`config.mk`:
```
export PLATFORM = sky130hd
export DESIGN_NAME = mul_seq_arbiter_flat
export DESIGN_NICKNAME = d
export VERILOG_FILES = /design/src/rtl/mul_seq_arbiter_if.sv /design/src/rtl/mul_seq_arbiter.sv /design/src/flat_wrapper.sv
export SDC_FILE = /design/constraint.sdc
export NUM_CORES = 1
export LEC_CHECK = 0
export ABC_AREA = 1
export ABC_CLOCK_PERIOD_IN_PS = 2400
export BUFFER_PORTS_ARGS = -buffer_cell sky130_fd_sc_hd__buf_2
export CORE_MARGIN = 5
export CORE_UTILIZATION = 30
export CTS_BUF_LIST = sky130_fd_sc_hd__clkbuf_16
export CTS_CLUSTER_DIAMETER = 50
export DETAILED_ROUTE_END_ITERATION = 8
export GPL_TIMING_DRIVEN = 0
export SKIP_LAST_GASP = 1
export SLEW_MARGIN = 0
export SYNTH_ARGS = -nofsm -noshare
export SYNTH_HDL_FRONTEND = slang
export SYNTH_SLANG_ARGS = --single-unit
```
`constraint.sdc`:
```
create_clock -name clk -period 2.4 [get_ports clk]
set_input_delay 0.12 -clock clk [delete_from_list [all_inputs] [get_ports clk]]
set_output_delay 0.12 -clock clk [all_outputs]
set_load 0.02 [all_outputs]
```
`src/rtl/mul_seq_arbiter_if.sv`:
```
// Bundle between mul_seq_arbiter, its requesters and the shared repeated-addition
// multiplier datapath. master = arbiter side, slave = requesters plus datapath.
interface mul_seq_arbiter_if #(
  parameter int NREQ = 4,
  parameter int W    = 8
);
  logic [NREQ-1:0]   req;
  logic [NREQ*W-1:0] a_in;
  logic [NREQ*W-1:0] b_in;
  logic [NREQ-1:0]   gnt;
  logic [NREQ-1:0]   done;
  logic              busy;
  logic [2*W-1:0]    result;
  logic              ld_a;
  logic              ld_b;
  logic              clr;
  logic              ld_p;
  logic              dec;
  logic [W-1:0]      op_a;
  logic [W-1:0]      op_b;
  logic              eqz;
  logic [2*W-1:0]    prod_in;

  modport master (
    input  req, a_in, b_in, eqz, prod_in,
    output gnt, done, busy, result, ld_a, ld_b, clr, ld_p, dec, op_a, op_b
  );

  modport slave (
    output req, a_in, b_in, eqz, prod_in,
    input  gnt, done, busy, result, ld_a, ld_b, clr, ld_p, dec, op_a, op_b
  );
endinterface

```
`src/rtl/mul_seq_arbiter.sv`:
```
// Round-robin arbiter + sequencer for a shared repeated-addition multiplier.
// Optional MULSEQ_ZERO_SKIP_EN: zero operands short-circuit through a ZERO state.
module mul_seq_arbiter #(
  parameter int NREQ = 4,
  parameter int W    = 8
) (
  input  logic               clk,
  input  logic               rst,
  mul_seq_arbiter_if.master  bus
);

  localparam int IW = (NREQ > 1) ? $clog2(NREQ) : 1;
  localparam logic [NREQ-1:0] ONE_HOT0 = {{(NREQ-1){1'b0}}, 1'b1};

  typedef enum logic [2:0] {
    IDLE = 3'd0,
    LDA  = 3'd1,
    LDB  = 3'd2,
    ADD  = 3'd3,
`ifdef MULSEQ_ZERO_SKIP_EN
    ZERO = 3'd5,
`endif
    DONE = 3'd4
  } state_t;

  state_t            state_q;
  state_t            state_nxt;
  logic [NREQ-1:0]   gnt_q;
  logic [IW-1:0]     idx_q;
  logic [IW-1:0]     rr_ptr_q;
  logic [W-1:0]      op_a_q;
  logic [W-1:0]      op_b_q;
  logic [2*W-1:0]    result_q;

  logic [IW-1:0]     sel_c;
  logic [IW-1:0]     lane_c;
  logic              any_req_c;
  logic [W-1:0]      sel_a_c;
  logic [W-1:0]      sel_b_c;
  logic              legal_c;
  logic              ld_a_c;
  logic              ld_b_c;
  logic              clr_c;
  logic              ld_p_c;
  logic              dec_c;

  // Round-robin search: first asserted lane at or above rr_ptr, wrapping.
  always_comb begin
    sel_c     = '0;
    lane_c    = '0;
    any_req_c = 1'b0;
    for (int k = 0; k < NREQ; k++) begin
      lane_c = IW'((int'(rr_ptr_q) + k) % NREQ);
      if (!any_req_c && bus.req[lane_c]) begin
        any_req_c = 1'b1;
        sel_c     = lane_c;
      end
    end
  end

  assign sel_a_c = bus.a_in[sel_c*W +: W];
  assign sel_b_c = bus.b_in[sel_c*W +: W];

`ifdef MULSEQ_ZERO_SKIP_EN
  logic zero_op_c;
  assign zero_op_c = (sel_a_c == '0) || (sel_b_c == '0);
`endif

  always_comb begin
    state_nxt = state_q;
    legal_c   = 1'b1;
    ld_a_c    = 1'b0;
    ld_b_c    = 1'b0;
    clr_c     = 1'b0;
    ld_p_c    = 1'b0;
    dec_c     = 1'b0;
    case (state_q)
      IDLE: begin
        if (any_req_c) begin
`ifdef MULSEQ_ZERO_SKIP_EN
          state_nxt = zero_op_c ? ZERO : LDA;
`else
          state_nxt = LDA;
`endif
        end
      end
      LDA: begin
        ld_a_c    = 1'b1;
        state_nxt = LDB;
      end
      LDB: begin
        ld_b_c    = 1'b1;
        clr_c     = 1'b1;
        state_nxt = ADD;
      end
      // The zero-check cycle issues no strobes, so ADD lasts b+1 cycles.
      ADD: begin
        if (bus.eqz) begin
          state_nxt = DONE;
        end else begin
          ld_p_c = 1'b1;
          dec_c  = 1'b1;
        end
      end
`ifdef MULSEQ_ZERO_SKIP_EN
      ZERO: begin
        clr_c     = 1'b1;
        state_nxt = DONE;
      end
`endif
      DONE: state_nxt = IDLE;
      default: begin
        legal_c   = 1'b0;
        state_nxt = IDLE;
      end
    endcase
  end

  always_ff @(posedge clk or negedge rst) begin
    if (!rst) begin
      state_q <= IDLE;
    end else begin
      state_q <= state_nxt;
    end
  end

  // Grant capture in IDLE, completion bookkeeping in DONE.
  always_ff @(posedge clk or negedge rst) begin
    if (!rst) begin
      gnt_q    <= '0;
      idx_q    <= '0;
      rr_ptr_q <= '0;
      op_a_q   <= '0;
      op_b_q   <= '0;
      result_q <= '0;
    end else begin
      if (state_q == IDLE && any_req_c) begin
        gnt_q  <= ONE_HOT0 << sel_c;
        idx_q  <= sel_c;
        op_a_q <= sel_a_c;
        op_b_q <= sel_b_c;
      end
      if (state_q == DONE) begin
        result_q <= bus.prod_in;
        rr_ptr_q <= (idx_q == IW'(NREQ - 1)) ? '0 : idx_q + 1'b1;
        gnt_q    <= '0;
      end
      if (!legal_c) begin
        gnt_q <= '0;
      end
    end
  end

  assign bus.gnt    = gnt_q;
  assign bus.done   = (state_q == DONE) ? gnt_q : '0;
  assign bus.busy   = (state_q != IDLE);
  assign bus.result = result_q;
  assign bus.op_a   = op_a_q;
  assign bus.op_b   = op_b_q;
  assign bus.ld_a   = ld_a_c;
  assign bus.ld_b   = ld_b_c;
  assign bus.clr    = clr_c;
  assign bus.ld_p   = ld_p_c;
  assign bus.dec    = dec_c;

endmodule

```
`src/flat_wrapper.sv`:
```
// flat-port wrapper written by rule: the top's interface ports become plain ports
module mul_seq_arbiter_flat 
#(
  parameter int NREQ = 4,
  parameter int W    = 8
)
  (clk, rst, bus_req, bus_a_in, bus_b_in, bus_eqz, bus_prod_in, bus_gnt, bus_done, bus_busy, bus_result, bus_ld_a, bus_ld_b, bus_clr, bus_ld_p, bus_dec, bus_op_a, bus_op_b);
  mul_seq_arbiter_if #(.NREQ(NREQ), .W(W)) bus_i ();
  input  logic clk;
  input  logic rst;
  input wire logic [$bits(bus_i.req)-1:0] bus_req;
  input wire logic [$bits(bus_i.a_in)-1:0] bus_a_in;
  input wire logic [$bits(bus_i.b_in)-1:0] bus_b_in;
  input wire logic [$bits(bus_i.eqz)-1:0] bus_eqz;
  input wire logic [$bits(bus_i.prod_in)-1:0] bus_prod_in;
  output wire logic [$bits(bus_i.gnt)-1:0] bus_gnt;
  output wire logic [$bits(bus_i.done)-1:0] bus_done;
  output wire logic [$bits(bus_i.busy)-1:0] bus_busy;
  output wire logic [$bits(bus_i.result)-1:0] bus_result;
  output wire logic [$bits(bus_i.ld_a)-1:0] bus_ld_a;
  output wire logic [$bits(bus_i.ld_b)-1:0] bus_ld_b;
  output wire logic [$bits(bus_i.clr)-1:0] bus_clr;
  output wire logic [$bits(bus_i.ld_p)-1:0] bus_ld_p;
  output wire logic [$bits(bus_i.dec)-1:0] bus_dec;
  output wire logic [$bits(bus_i.op_a)-1:0] bus_op_a;
  output wire logic [$bits(bus_i.op_b)-1:0] bus_op_b;
  assign bus_i.req = bus_req;
  assign bus_i.a_in = bus_a_in;
  assign bus_i.b_in = bus_b_in;
  assign bus_i.eqz = bus_eqz;
  assign bus_i.prod_in = bus_prod_in;
  assign bus_gnt = bus_i.gnt;
  assign bus_done = bus_i.done;
  assign bus_busy = bus_i.busy;
  assign bus_result = bus_i.result;
  assign bus_ld_a = bus_i.ld_a;
  assign bus_ld_b = bus_i.ld_b;
  assign bus_clr = bus_i.clr;
  assign bus_ld_p = bus_i.ld_p;
  assign bus_dec = bus_i.dec;
  assign bus_op_a = bus_i.op_a;
  assign bus_op_b = bus_i.op_b;
  mul_seq_arbiter #(.NREQ(NREQ), .W(W)) u_core (.clk(clk), .rst(rst), .bus(bus_i));
endmodule
```
Word-level counts from Yosys, hierarchy flattened
Index checks and enable logic that the tools add are counted.
{"block": "word_totals", "ff_bits": 43, "in_bits": 87, "out_inout_bits": 46, "wordCells": 66}
{"block": "op_classes", "add_sub_neg": 4, "magnitude_cmp": 4, "n_eq_ne": 8, "shift": 3, "mux": 29, "reduce_logical": 11}
{"cell": "indexed part select 32 x 6 -> 8 bit", "count": 2}
{"cell": "two-way mux 4 bit", "count": 4}
{"cell": "two-way mux 1 bit", "count": 13}
{"cell": "less-than comparator 2 x 3 -> 1 bit (second input constant)", "count": 4}
{"cell": "case mux 3 bit (4 select lines)", "count": 1}
{"cell": "two-way mux 2 bit", "count": 5}
{"cell": "binary-select mux 1 bit (select 2 bit)", "count": 4}
{"cell": "== test 3 x 2 -> 1 bit (second input constant)", "count": 2}
{"cell": "two-way mux 3 bit", "count": 2}
{"cell": "OR reduction 5 bit", "count": 1}
{"cell": "adder 2 x 1 -> 2 bit (second input constant)", "count": 2}
{"cell": "adder 2 bit (second input constant)", "count": 2}
{"cell": "logical AND 1 bit", "count": 4}
{"cell": "<< shifter 1 x 2 -> 4 bit (first input constant)", "count": 1}
{"cell": "== test 3 x 1 -> 1 bit (second input constant)", "count": 1}
{"cell": "== test 3 bit (second input constant)", "count": 1}
{"cell": "logical NOT 1 bit", "count": 3}
{"cell": "logical NOT 3 bit", "count": 1}
{"cell": "inequality test 3 bit (second input constant)", "count": 1}
{"cell": "nonzero test 3 bit", "count": 1}
{"cell": "== test 2 bit (second input constant)", "count": 1}
{"cell": "inequality test 2 x 1 -> 1 bit (second input constant)", "count": 1}
{"cell": "inequality test 2 bit (second input constant)", "count": 1}
{"cell": "AND reduction 2 bit", "count": 1}

Logic depth before layout (Yosys ltp)
{"block": "logic_depth", "word_depth": 16, "ltp_mapped": 16, "ltp_nobuf": 15}

Worst setup path before layout
No wires, ideal clock.
{"block": "synth_path", "kind": "reg-to-reg", "from": "register u_core.rr_ptr_q[0]", "to": "register u_core.op_b_q[5], in the netlist u_core.bus.op_b[5]", "setup_ns": 0.117, "t_arrival_ns": 1.596, "required_time_ns": 2.283, "slack_ns": 0.687, "path_stages_with_launch": 15, "path_buffers": 2, "period_less_slack_ns": 1.713, "cell_sequence": "dfrtp_1 > buf_4 > nand2_1 > nand2_1 > nand2_1 > nand2_1 > nor2_4 > nand4_1 > nand3_4 > inv_2 > buf_6 > nand2_1 > nand2_1 > nand2_1 > nand2_1"}
{"block": "synth_between", "elab_chain_cells": 13, "elab_cells_between_ends": 27, "cone_classes": "add/sub (3); shift (1); mux (16); reduce/logical (7)"}
{"item": "from (decl)", "line_no": "mul_seq_arbiter.sv:30", "text": "logic [IW-1:0] rr_ptr_q;"}
{"item": "from (signal assigned)", "line_no": "mul_seq_arbiter.sv:145", "text": "rr_ptr_q <= (idx_q == IW'(NREQ - 1)) ? '0 : idx_q + 1'b1;"}
{"item": "parallel branches: the longest is 13 deep, another holds adder 2 x 1 -> 2 bit"}
{"item": "to (signal assigned)", "line_no": "mul_seq_arbiter.sv:141", "text": "op_b_q <= sel_b_c;"}
{"item": "to (decl)", "line_no": "mul_seq_arbiter.sv:32", "text": "logic [W-1:0] op_b_q;"}
Several ways; the timed one is not identified. The select of a mux whose other input is x is not followed.
A chain may end at the register's enable or synchronous reset.

Worst setup path in the final report
Same ends and word-level chain as after synthesis.

==> results.md <==
* Die height at 105 µm
* Cell variety after synth at 25
* Synth Area in Simple Gates at 48.8%
* Initial DRT Pass Iterations at 4
* Ys flop type: dfrtp_1
* Ports at 133
* CTS tree: yes
* Fmax at 501 MHz
* P_leak at 2.23 nW
* Cts bufs inserted at 5
* Sw frac at 53.1%
* Non-Filler Instances at 661
* Latest clock arrival within the worst-skew pair at 280 ps
* All-Layer GR Usage at 16.5%
* Post-Synth XOR/XNOR Area at 0%
* DR iter-0 viols at 142
* Combinational family with the most area after synthesis: simple AND/OR/NAND/NOR gates
* Worst R2R Setup Slack at 400 ps
* CTS max path bufs at 2
* Post-synthesis sequential area ratio at 39.4%
* CP endpoint kind: flip-flop
* Die ar. at 0.0111 mm²
* # rows at 34
* CP arrival at 2210 ps
* Remaining Overflow, GRT at 0
* Post-synthesis compound-gate area fraction at 2.38%
* Worst Path Max Fanout at 10
* Reg clk slew, reported paths at 60 ps
* Pwr Total at 5.94 mW
* Die W at 105 µm
* Synth Area in Adders at 0.459%
* Final Setup Violations at 0
* Initial Util at 31.0%
* Total negative slack at 0 ps
* Post-Syn Area at 0.00273 mm²
* Synth cell count leaders: nand2_1 (245), dfrtp_1 (43), nand4_1 (33)
* Startpoint types: flip-flop
* CTS Sinks at 43
* Vias in the first global route at 3091
* Slew @ Worst Pin at 1020 ps
* Clock power frac at 10.9%
* Top-area cell type share of the netlist area at 39.4%
* Yosys warns at 0
* Area contributors post-synth: dfrtp_1 (39%), nand2_1 (34%), nand4_1 (7.6%)
* WS Path Type: flip-flop to flip-flop
* Global-route wire length before repair at 15100 µm
* PwrDens at 1620 mW/mm²
* Share of cells above drive strength 1 at 31.3%
* Hold buffers post-CTS at 0
* ANT nets after route at 0
* P_int at 2.79 mW
* Initial antenna violation count at 0
* Reg power frac at 21.7%
* PortBufs at 132
* Sw Pwr at 3.15 mW
* Post-synth EDFFs at 0
* Area delta synth->final at 34.5%
* Most common cell in the netlist: nand2_1
* Skew final at 6.70 ps
* CTS Root Buffer Type: clkbuf_16
* Max cap viols at 0
* Post-synthesis register bit count at 43
* Core Box Area at 0.00881 mm²
* Tmin final at 2000 ps
* Rel. slew slack at 31.8%
* Multiplexer share of the synthesized area at 0%
* Ant diodes at 0
* H-tree levels at 2
* Max-slew violation count at 0
* Fin nets at 641
* Syn Inst Count at 414
* Status: finished clean
* Vias at 3034
* Ys async rst share at 100%
* Placed insts at 654
* Detailed-route DRC error count at 0
* RSZ-0062 raised after global routing: false
* Cell accounting for the most synthesized area: dfrtp_1
* Gpl congestion at 0.844
* IR drop worst, VDD at 0.768 mV
* Largest net degree at the start of global routing at 44
* Synthesized area per cell at 6.59 µm²
* Comb power frac at 67.4%
* Hold Crit Class: input port to async pin
* Fin crit share at 83.1%
* DRT Wirelength at 9100 µm
* Dpl hpwl at 7130 µm
* Via density at 4.59
* Routed wire per std cell at 13.8 µm
* Syn_nets at 502
* CP required at 2620 ps
* Final hold vios at 0
## layer usage
layer	wire length (µm)	GRT usage, %	up-vias
li1	-	-	1581
met1	3930	20.3	1323
met2	4110	27.7	119
met3	944	5.81	11
met4	123	4.22	0
met5	0	0	-
## layout make-up
| cell class | instances | area [µm²] |
|---|---|---|
| multi-input combinational | 321 | 1420 |
| inverter | 26 | 97.6 |
| fill | 976 | 5140 |
| buffer | 24 | 146 |
| sequential | 43 | 1080 |
| clock inverter | 2 | 13.8 |
| timing repair buffer | 132 | 661 |
| clock buffer | 5 | 125 |
| tap | 108 | 135 |
## power groups by stage
stage,clock network (mW),logic [mW],registers (mW)
2_1_floorplan,0,2.54,1.61
4_1_cts,0.672,4.07,1.28
3_3_place_gp,0,4.01,1.30
6_report,0.648,4.00,1.29
5_1_grt,0.694,4.58,1.34
3_5_place_dp,0,4.05,1.29
## cell usage in the layout, fill, tap and decap left out, types with 3 or more instances in the layout
master     synthesis  final
buf_2             12    144
buf_4              3      3
buf_6              4      4
clkbuf_1           5      5
clkbuf_16          0      5
dfrtp_1           43     43
inv_1             22     22
inv_2              4      4
nand2_1          245    245
nand2_2            4      4
nand3_1            8      8
nand3_4            3      3
nand4_1           33     33
nor2_1             8      8
o21ai_0            7      7
## registers in the layout, summed over array words and instances (netlist names)
name               count
u_core.bus.result     16
u_core.bus.op_a        8
u_core.bus.op_b        8
u_core.bus.gnt         4
u_core.state_q         3
u_core.idx_q           2
u_core.rr_ptr_q        2
## final timing paths
check                                                   from                           endpoint  cells after the start
min reg2reg                u_core.bus.result[12]$_DFFE_PN0P_  u_core.bus.result[12]$_DFFE_PN0P_                      2
max in group asynchronous                                rst        u_core.idx_q[1]$_DFFE_PN0P_                      1
min in group clk                              bus_prod_in[2]   u_core.bus.result[2]$_DFFE_PN0P_                      3
min                                                      rst     u_core.bus.op_a[4]$_DFFE_PN0P_                      1
max reg2reg                   u_core.rr_ptr_q[0]$_DFFE_PN0P_     u_core.bus.op_b[5]$_DFFE_PN0P_                     11
max                           u_core.rr_ptr_q[0]$_DFFE_PN0P_     u_core.bus.op_b[5]$_DFFE_PN0P_                     11
## critical path, cell delays in order (launching register included)
cell      delay, ps
dfrtp_1         380
buf_4           180
nand2_1          60
nand2_1         100
nand2_1          90
nand2_1          80
nor2_4          120
nand3_4         150
nand2_1         160
clkbuf_1        410
nand2_1         110
nand2_1          90
## cells by family (layout without fill, tap and decap cells)
group	count (synthesis)	count (layout)
AO/OA/AOI/OAI	12	12
AND/OR/NAND/NOR	308	308
buffers and inverters	50	189
flip-flops	43	43
adder cells (fa/ha/maj)	1	1
## stage by stage
stage / hold WS (ps) / setup slack (ps) / utilization [%] / instance area, µm²
floorplan: -176 / 687 / - / 2730
global placement: 320 / 430 / 40.0 / 3520
detailed placement: 323 / 403 / 40.0 / 3520
CTS: 23.7 / 164 / 41.6 / 3660
global route: 34.8 / 168 / 41.7 / 3670
finish: 20.5 / 404 / 41.7 / 3670
## timing repair
action / in CTS / in global routing
setup buffers: 0 / 0
endpoints found under the setup margin: 0 / 1
resized for setup: 0 / 1
No activity file was read; power rests on OpenSTA's default activity.
